[src/rtl/tri_err_rpt_latch.sv]
// Error-report latch: masks and injects raw unit errors, then reports them either
// registered or sticky. Also captures the first error vector and counts error events.
module tri_err_rpt_latch #(
    parameter int WIDTH      = 1,
    parameter int STICKY     = 1,
    parameter int CNT_WIDTH  = 4,
    parameter int MASK_RESET = 0
) (
    input  logic                 clk,
    input  logic                 rst_n,
    inout  wire                  vd,
    inout  wire                  gd,
    input  logic [0:WIDTH-1]     err_in,
    input  logic [0:WIDTH-1]     err_mask,
    input  logic [0:WIDTH-1]     err_inj,
    input  logic [0:WIDTH-1]     err_clr,
    input  logic                 first_clr,
    input  logic                 cnt_clr,
    output logic [0:WIDTH-1]     err_out,
    output logic                 err_any,
    output logic                 first_err_valid,
    output logic [0:WIDTH-1]     first_err_vec,
    output logic [0:CNT_WIDTH-1] err_cnt
);

    typedef enum logic {IDLE, CAPT} state_t;

    state_t               state_reg, state_next;
    logic [0:WIDTH-1]     eff;
    logic [0:WIDTH-1]     rise;
    logic [0:WIDTH-1]     eff_q_reg;
    logic [0:WIDTH-1]     err_out_reg;
    logic [0:WIDTH-1]     first_vec_reg, first_vec_next;
    logic [CNT_WIDTH-1:0] cnt_reg, cnt_next;
    logic                 event_hit;

    // Power rails are carried for the macro boundary only.
    wire analysis_not_referenced;
    assign analysis_not_referenced = vd | gd;
    wire unused_sink = analysis_not_referenced | (MASK_RESET != 0) | (^err_clr);

    assign eff       = (err_in | err_inj) & ~err_mask;
    assign rise      = eff & ~eff_q_reg;
    assign event_hit = |rise;

    genvar gi;
    generate
        for (gi = 0; gi < WIDTH; gi++) begin : g_bit
            if (STICKY != 0) begin : g_sticky
                // A new error beats a clear arriving in the same cycle.
                always_ff @(posedge clk or negedge rst_n) begin
                    if (!rst_n)
                        err_out_reg[gi] <= 1'b0;
                    else
                        err_out_reg[gi] <= eff[gi] | (err_out_reg[gi] & ~err_clr[gi]);
                end
            end else begin : g_direct
                always_ff @(posedge clk or negedge rst_n) begin
                    if (!rst_n)
                        err_out_reg[gi] <= 1'b0;
                    else
                        err_out_reg[gi] <= eff[gi];
                end
            end
        end
    endgenerate

    always_ff @(posedge clk or negedge rst_n) begin
        if (!rst_n) begin
            eff_q_reg     <= '0;
            cnt_reg       <= '0;
            state_reg     <= IDLE;
            first_vec_reg <= '0;
        end else begin
            eff_q_reg     <= eff;
            cnt_reg       <= cnt_next;
            state_reg     <= state_next;
            first_vec_reg <= first_vec_next;
        end
    end

    // Saturating event counter; a clear coinciding with an event restarts at one.
    always_comb begin
        cnt_next = cnt_reg;
        if (cnt_clr)
            cnt_next = event_hit ? CNT_WIDTH'(1) : '0;
        else if (event_hit && (cnt_reg != '1))
            cnt_next = cnt_reg + CNT_WIDTH'(1);
    end

    always_comb begin
        state_next     = state_reg;
        first_vec_next = first_vec_reg;
        case (state_reg)
            IDLE: begin
                if (|eff) begin
                    first_vec_next = eff;
                    state_next     = CAPT;
                end
            end
            CAPT: begin
                // Clearing while an error is still present recaptures it at once.
                if (first_clr) begin
                    first_vec_next = eff;
                    state_next     = (|eff) ? CAPT : IDLE;
                end
            end
            default: begin
                state_next     = IDLE;
                first_vec_next = '0;
            end
        endcase
    end

    assign err_out         = err_out_reg;
    assign err_any         = |err_out_reg;
    assign first_err_valid = (state_reg == CAPT);
    assign first_err_vec   = first_vec_reg;
    assign err_cnt         = cnt_reg;

endmodule

[config.mk]
export PLATFORM = sky130hd
export DESIGN_NAME = tri_err_rpt_latch
export DESIGN_NICKNAME = d
export VERILOG_FILES = /design/src/rtl/tri_err_rpt_latch.sv
export SDC_FILE = /design/constraint.sdc
export NUM_CORES = 1
export LEC_CHECK = 0
export CORE_AREA = 4 4 41 43
export CTS_CLUSTER_SIZE = 24
export DETAILED_ROUTE_END_ITERATION = 8
export DIE_AREA = 0 0 45 47
export GPL_TIMING_DRIVEN = 0
export SLEW_MARGIN = 15
export SYNTH_ARGS = -nofsm -noshare
export SYNTH_HDL_FRONTEND = slang
export SYNTH_SLANG_ARGS = --single-unit
[constraint.sdc]
create_clock -name clk -period 1.31 [get_ports clk]
set_input_delay 0.262 -clock clk [delete_from_list [all_inputs] [get_ports clk]]
set_output_delay 0.262 -clock clk [all_outputs]
set_load 0.005 [all_outputs]
Word-level counts from Yosys, hierarchy flattened
Index checks and enable logic that the tools add are counted.
Widths: inputs -> output; s select.
{ "totals": {"output_inout_bits": 10, "regBits": 8} }
{ "classes": {"n_bitwise": 9, "n_addsub": 1, "eq_ne": 3, "mux": 9, "n_reduce_logical": 3} }
{ "op_table": {"columns": ["cell", "n"], "rows": [
  ["$mux 4", 2],
  ["$mux 1", 5],
  ["$add 4x1->4 const B", 1],
  ["$ne 2x2->1 const B", 2],
  ["$ne 4x4->1 const B", 1],
  ["$not 1->1", 4],
  ["$pmux 1 s2", 2],
  ["$and 1x1->1", 3],
  ["$or 1x1->1", 2],
  ["$reduce_and 2->1", 1],
  ["$reduce_bool 2->1", 1],
  ["$logic_and 1x1->1", 1]
]} }

Logic depth before layout (Yosys ltp)
Gate-level depths: netlist of run 1.
{ "logic_depth": {"depth_word": 6, "ltp_mapped": 4, "depth_no_buf": 4} }

Worst setup path before layout of run 1
Ideal clock, no wire load.
{ "synth_timing": {"path_type": "flip-flop to flip-flop", "from": "reg cnt_reg[0] (netlist: err_cnt[3])", "to": "reg cnt_reg[3] (netlist: err_cnt[0])", "t_arrival_ns": 1.352, "stages_incl_launch_ff": 5, "path_buffers": 0, "period_less_slack_ns": 1.477, "path_slack_ns": -0.167, "path_cell_list": "dfrtp_1 -> ha_1 -> and3_4 -> nor4_2 -> mux2_2"} }
{ "synth_via": {"elab_chain_cells": 3, "elab_cells_between_ends": 6} }
{ "synth_lines": {"columns": ["element", "line_no", "rtl"], "rows": [
  ["start: declaration", "34", "logic [CNT_WIDTH-1:0] cnt_reg, cnt_next;"],
  ["start signal: assignment", "76", "cnt_reg <= cnt_next;"],
  ["$add 4x1->4 or $ne 4x4->1 (tied branches)", "88, 87", null],
  ["$mux 4 or $logic_and 1x1->1 (tied branches)", "87", "else if (event_hit && (cnt_reg != '1))"],
  ["$mux 4 or $reduce_bool 2->1 (tied branches)", null, null]
]} }
Parallel ways exist; a longest one is shown, timed or not. The select of a mux whose other input is x is not followed.
A chain may end at the register's enable or synchronous reset.

Worst setup path after layout of run 1
{ "layout_timing": {"from": "in err_in", "to": "reg cnt_reg[3] (netlist: err_cnt[0])"} }
{ "layout_via": {"elab_chain_cells": 5} }
{ "layout_lines": {"columns": ["element", "line_no", "rtl"], "rows": [
  ["start: declaration", "13", "input logic [0:WIDTH-1] err_in,"],
  ["$or 1x1->1", "42", "assign eff = (err_in | err_inj) & ~err_mask;"],
  ["$and 1x1->1", "42", null],
  ["$and 1x1->1", "43", "assign rise = eff & ~eff_q_reg;"],
  ["$logic_and 1x1->1", "87", null],
  ["$reduce_bool 2->1 (no line)", null, null]
]} }
No other way between the ends.

==> flow_metrics.env, run 1 <==
export IMPL_path_max_fanout=5
export IMPL_wire_per_inst_um=12.59
export IMPL_ctsHtreeMaxLevel=1
export IMPL_insertion_delay_ns=0.25
export IMPL_n_antenna_cell=0
export IMPL_max_freq_mhz=739.7
export IMPL_clock_sinks=8
export IMPL_post_route_cell_area_um2=674.4
export IMPL_placedCellCount=69
export IMPL_layout_commonest_cell="buf_4"
export IMPL_avgViaCountPerCell=4.775
export IMPL_path_depth=4
export IMPL_setup_slack_ns=-0.04189
export IMPL_core_um2=1301
export IMPL_timing_rr_start="err_cnt[2]$_DFFE_PN0P_"
export IMPL_grt_overflow=0
export IMPL_hold_viol=0
export IMPL_period_needed_ns=1.352
export IMPL_synthDistinctLibCells=21
export IMPL_grt_max_degree=9
export IMPL_drive_gt1_share_pct=29.23
export IMPL_die_y_um=47
export IMPL_ant_nets=0
export IMPL_reg2reg_depth=4
export IMPL_io_buffers=15
export IMPL_totalWireLength_um=1007
export IMPL_violations="negative setup slack"
export IMPL_critPathBufInv=1
export IMPL_antenna_found_initial=0
export IMPL_remaining_drc_errors=0
export IMPL_synth_main_ff_cell="dfrtp_1"
export IMPL_dr_total_vias=382
export IMPL_tritoncts="done"
export IMPL_synth_enable_flop_cells=0
export IMPL_grt_pass1_vias=386
export IMPL_worstMarginPinSlew_ns=0.3630
export IMPL_crit_path_max_incr_delay_ns=0.50
export IMPL_largest_register_ffs=4
export IMPL_hold_path_class="in -> async"
export IMPL_skew_ns=0.0002655
export IMPL_final_cell_mix="9 x buf_4, 8 x dfrtp_1, 7 x clkdlybuf4s50_1, 7 x dlygate4sd2_1"
export IMPL_irDropWorstVdd_mv=0.5765
export IMPL_grt_usage_pct=11.72
export IMPL_syn_nets=50
export IMPL_max_cap_viol_count=0
export IMPL_yosys_area_share_simple_pct=19.82
export IMPL_nNetsFinal=78
export IMPL_globalplace_congestion=0.7268
export IMPL_drt_pass1_iter_count=2
export IMPL_instances_no_fill=80
export IMPL_slew_headroom_pct=75.72
export IMPL_path_delay_family="buffers and inverters"
export IMPL_leakagePower_nw=0.3153
export IMPL_synth_fa_ha_area_share_pct=3.049
export IMPL_fill_cells=138
export IMPL_path_clk_slew_ns=0.05
export IMPL_required_ns=1.44
export IMPL_ios=18
export IMPL_startpoint_type="input port"
export IMPL_rr_endpoint="err_cnt[0]$_DFFE_PN0P_"
export IMPL_synth_top_family_by_area="compound AO/OA/AOI/OAI gates"
export IMPL_synthesis_area_um2=410.4
export IMPL_start_util_pct=31.54
export IMPL_post_route_period_util_pct=103.2
export IMPL_cts_hold_buf=0
export IMPL_yosys_warnings=0
export IMPL_slowest_stage="clkdlybuf4s50_1"
export IMPL_die_x_um=45
export IMPL_ys_ff_latch=8
export IMPL_arrival_ns=1.48
export IMPL_synthToLayoutAreaGrowth_pct=64.33
export IMPL_dpl_hpwl_um=685.6
export IMPL_cp_cell_sequence="clkdlybuf4s50_1 > o21bai_4 > nor4_4 > mux2_4"
export IMPL_r2r_setup_slack_ns=-0.03
export IMPL_endpoint_kind="flop"
export IMPL_muxShareOfSynthArea_pct=2.744
export IMPL_power_density_nw_per_um2=890.5
export IMPL_synth_xor_area_share_pct=0
export IMPL_rows=13
export IMPL_ys_seq_area_share_pct=48.78
export IMPL_synth_compound_area_share_pct=20.12
export IMPL_numCtsBuffers=3
export IMPL_rsz0062_at_grt="yes"
export IMPL_path_class="in -> reg"
export IMPL_async_reset_ff_share_pct=100.0
export IMPL_clockRootBuffer="clkbuf_4"
export IMPL_placed_cell_area_um2=581.8
export IMPL_final_setup_viol_count=1
export IMPL_clock_path_buffers=2
export IMPL_drv_slew=0
export IMPL_die_area_um2=2115
export IMPL_finalPower_mw=0.6005
export IMPL_status="finished with violations"
export IMPL_synth_cells=39
export IMPL_first_iter_violations=6
export IMPL_grt_pass1_wl_um=1697
export IMPL_fin_setup_tns_ns=-0.04189
export IMPL_avgSynthCellArea_um2=10.52
export IMPL_untimed_endpoints=2
[layout make-up]
cell class / instances / area (um^2) / area share (%)
inverter: 4 / 15.01 / 2.226
buffer: 1 / 7.507 / 1.113
tap: 15 / 18.77 / 2.783
clock buffer: 3 / 22.52 / 3.340
multi-input combinational: 26 / 209.0 / 30.98
timing repair buffer: 23 / 201.4 / 29.87
sequential: 8 / 200.2 / 29.68
[routing by layer]
| metal | routed length [um] | up-vias | global-route usage (%) |
|---|---|---|---|
| met5 | 0 | - | 0 |
| met4 | 0 | 0 | 3.509 |
| met3 | 71 | 0 | 6.130 |
| met2 | 485 | 11 | 19.21 |
| met1 | 451 | 176 | 13.32 |
| li1 | - | 195 | - |
[cell families (layout without fill, tap and decap cells)]
family | after synthesis | in the layout
AND/OR/NAND/NOR | 13 | 13
AO/OA/AOI/OAI | 11 | 11
flip-flops | 8 | 8
buffers and inverters | 5 | 31
adder cells (fa/ha/maj) | 1 | 1
multiplexers | 1 | 1
[what timing repair did]
item / in CTS / in global routing
resized for setup: 8 / 5
hold endpoints to repair: 0 / 0
pin swaps: 0 / 1
endpoints found under the setup margin: 9 / 3
gates cloned: 0 / 0
buffers inserted: 6 / 2
[worst max path at each step]
stage | start | endpoint | slack, ns
3_3_place_gp | err_inj | err_cnt[0]$_DFFE_PN0P_ | -0.35
3_5_place_dp | err_inj | err_cnt[0]$_DFFE_PN0P_ | -0.34
6_report | err_in | err_cnt[0]$_DFFE_PN0P_ | -0.04
5_1_grt | err_cnt[2]$_DFFE_PN0P_ | err_cnt[0]$_DFFE_PN0P_ | -0.08
4_1_cts | err_inj | err_cnt[0]$_DFFE_PN0P_ | -0.06
2_1_floorplan | err_cnt[2]$_DFFE_PN0P_ | err_cnt[0]$_DFFE_PN0P_ | -0.05
[Yosys cell counts, types with 2 or more instances]
master,count,share of area (%)
o21ai_0,2,2.4
dfrtp_1,8,49
nor2_1,3,2.7
inv_1,4,3.7
nor3_1,2,2.4
nor2b_1,2,3.0
nand3_1,2,2.4
a21oi_1,3,3.7
[where the power goes]
| group | switching, mW | leakage [nW] | internal (mW) |
|---|---|---|---|
| Combinational | 0.0547 | 0.201 | 0.0828 |
| Sequential | 0.0154 | 0.101 | 0.267 |
| Clock | 0.0765 | 0.0138 | 0.104 |
| Total | 0.147 | 0.315 | 0.454 |
[metrics by stage]
step	util, %	hold slack (ns)	setup WS, ns
CTS	49.13	0.2986	-0.06383
finish	51.83	0.2929	-0.04189
global placement	44.71	0.5269	-0.3453
detailed placement	44.71	0.5371	-0.3395
global route	51.83	0.3097	-0.08008
floorplan	-	-0.03359	-0.04685
No activity file was read; power rests on OpenSTA's default activity.
==> run 2: changes to the inputs <==
- CORE_AREA: 4 4 41 43 -> 2 2 39 41
- CTS_CLUSTER_SIZE: 24 -> unset
- DIE_AREA: 0 0 45 47 -> 0 0 41 43
- clock period: 1.31 -> 1.6 ns (I/O delays scaled with it)
==> flow_metrics.env, run 2 (same netlist as run 1, synthesis figures left out) <==
export IMPL_ctsHtreeMaxLevel=1
export IMPL_largest_register_ffs=4
export IMPL_setup_slack_ns=0.08762
export IMPL_drv_slew=0
export IMPL_switching_share_pct=23.80
export IMPL_final_cell_mix="15 x clkdlybuf4s50_1, 8 x dfrtp_1, 4 x inv_1"
export IMPL_antenna_found_initial=0
export IMPL_status="finished, final reports clean"
export IMPL_first_iter_violations=8
export IMPL_endpoint_kind="output pin"
export IMPL_internal_power_mw=0.3693
export IMPL_rows=14
export IMPL_untimed_endpoints=2
export IMPL_clock_sinks=8
export IMPL_die_area_um2=1763
export IMPL_slew_headroom_pct=76.55
export IMPL_ant_nets=0
export IMPL_crit_path_max_incr_delay_ns=0.53
export IMPL_path_max_fanout=6
export IMPL_critPathBufInv=1
export IMPL_startpoint_type="flop"
export IMPL_final_setup_viol_count=0
export IMPL_nNetsFinal=71
export IMPL_core_um2=1384
export IMPL_comb_power_share_pct=20.9
export IMPL_leakagePower_nw=0.2590
export IMPL_synthToLayoutAreaGrowth_pct=49.39
export IMPL_globalplace_congestion=0.7999
export IMPL_timing_rr_start="err_cnt[3]$_DFFE_PN0P_"
export IMPL_period_needed_ns=1.512
export IMPL_clockRootBuffer="clkbuf_4"
export IMPL_drive_gt1_share_pct=17.24
export IMPL_tritoncts="done"
export IMPL_layout_commonest_cell="clkdlybuf4s50_1"
export IMPL_die_x_um=41
export IMPL_fin_setup_tns_ns=0
export IMPL_grt_max_degree=9
export IMPL_utilization_pct=44.30
export IMPL_grt_usage_pct=11.82
export IMPL_max_freq_mhz=661.2
export IMPL_pwr_share_seq_pct=48.0
export IMPL_dr_total_vias=367
export IMPL_clkPwrFrac_pct=31.1
export IMPL_arrival_ns=1.19
export IMPL_max_cap_viol_count=0
export IMPL_drt_pass1_iter_count=3
export IMPL_grt_pass1_vias=338
export IMPL_cts_hold_buf=0
export IMPL_cp_cell_sequence="clkdlybuf4s50_1"
export IMPL_post_route_period_util_pct=94.52
export IMPL_fill_cells=147
export IMPL_critPathLaunch="err_cnt[0]$_DFFE_PN0P_"
export IMPL_hold_path_class="in -> async"
export IMPL_power_density_nw_per_um2=790.5
export IMPL_totalWireLength_um=756
export IMPL_avgViaCountPerCell=4.959
export IMPL_irDropWorstVdd_mv=0.4655
export IMPL_slowest_stage="clkdlybuf4s50_1"
export IMPL_clock_path_buffers=2
export IMPL_numCtsBuffers=3
export IMPL_remaining_drc_errors=0
export IMPL_grt_pass1_wl_um=1359
export IMPL_path_delay_family="buffers and inverters"
export IMPL_dp_slack_ns=-0.09576
export IMPL_skew_ns=0.002364
export IMPL_finalPower_mw=0.4846
export IMPL_worstMarginPinSlew_ns=0.3507
export IMPL_regArea_um2=200.2
export IMPL_insertion_delay_ns=0.25
export IMPL_required_ns=1.28
export IMPL_wire_per_inst_um=10.22
export IMPL_multi_input_area_um2=190.2
export IMPL_start_util_pct=29.66
export IMPL_hold_viol=0
export IMPL_path_class="reg -> out"
export IMPL_dpl_hpwl_um=620.8
export IMPL_n_antenna_cell=0
export IMPL_rsz0062_at_grt="no"
export IMPL_path_clk_slew_ns=0.05
export IMPL_grt_overflow=0
export IMPL_ios=18
export IMPL_p_sw_mw=0.1153
export IMPL_io_buffers=15
export IMPL_die_y_um=43
-- run 2: cell count changes in the layout (fill, tap and decap cells not counted), sizes merged --
cell / before / now
clkdlybuf4s15: 1 / 0
dlygate4sd2: 7 / 0
buf: 9 / 2
clkdlybuf4s50: 7 / 15
-- run 2: worst paths after layout --
path                                             endpoint  slack, ns  depth (start not counted)
worst max-delay path                           err_cnt[0]       0.09                          1
max in group asynchronous       first_err_vec$_DFFE_PN0P_       1.00                          1
min in group clk                first_err_vec$_DFFE_PN0P_       0.54                          1
worst min-delay path               err_cnt[0]$_DFFE_PN0P_       0.34                          1
worst max register to register     err_cnt[0]$_DFFE_PN0P_       0.11                          4
worst min register to register  first_err_vec$_DFFE_PN0P_       0.54                          1
-- run 2: power groups by stage --
stage                     registers, mW  clock network, mW  logic, mW
final                             0.233              0.151      0.101
after detailed placement          0.237                  0     0.0995
after CTS                         0.233              0.158     0.0996
after global routing              0.236              0.169      0.113
after floorplan                   0.236                  0     0.0354
after global placement            0.236                  0     0.0987
-- run 2: worst reg2reg max path: cells and delay by family, from the launching register on --
family	cells	cell delay, ns
AND/OR/NAND/NOR	2	0.37
flip-flops	1	0.42
adder cells (fa/ha/maj)	1	0.23
multiplexers	1	0.35
-- run 2: timing repair --
item,4_1_cts,5_1_grt
endpoints found under the hold margin,0,0
buffers inserted,0,1
gates resized for setup,0,1
setup endpoints to repair,0,2
-- run 2: per-layer routing --
layer / share of wire, % / track usage (%) / vias up
met5: 0 / 0 / -
li1: - / - / 183
met1: 45 / 14.10 / 176
met3: 2.8 / 4.712 / 2
met4: 1.6 / 6.000 / 0
met2: 50 / 17.50 / 6
-- run 2: final cells by class --
type / instances / area share [%]
Buffer: 1 / 1.224
Sequential cell: 8 / 32.65
Timing Repair Buffer: 16 / 25.71
Multi-Input combinational cell: 26 / 31.02
Tap cell: 16 / 3.265
Inverter: 4 / 2.449
Clock buffer: 3 / 3.673
-- run 2: through the flow --
step,instance area (um^2),hold slack [ns],instances
detailed placement,580.6,0.5347,70
finish,613.1,0.3423,74
floorplan,410.4,0.02441,39
global placement,580.6,0.5248,70
CTS,603.1,0.3555,73
global route,613.1,0.3826,74
==> run 3: changes to the inputs <==
- SLEW_MARGIN: 15 -> 20
==> results of run 3 <==
The final DEF is identical to that of run 2; final timing and power are the same.
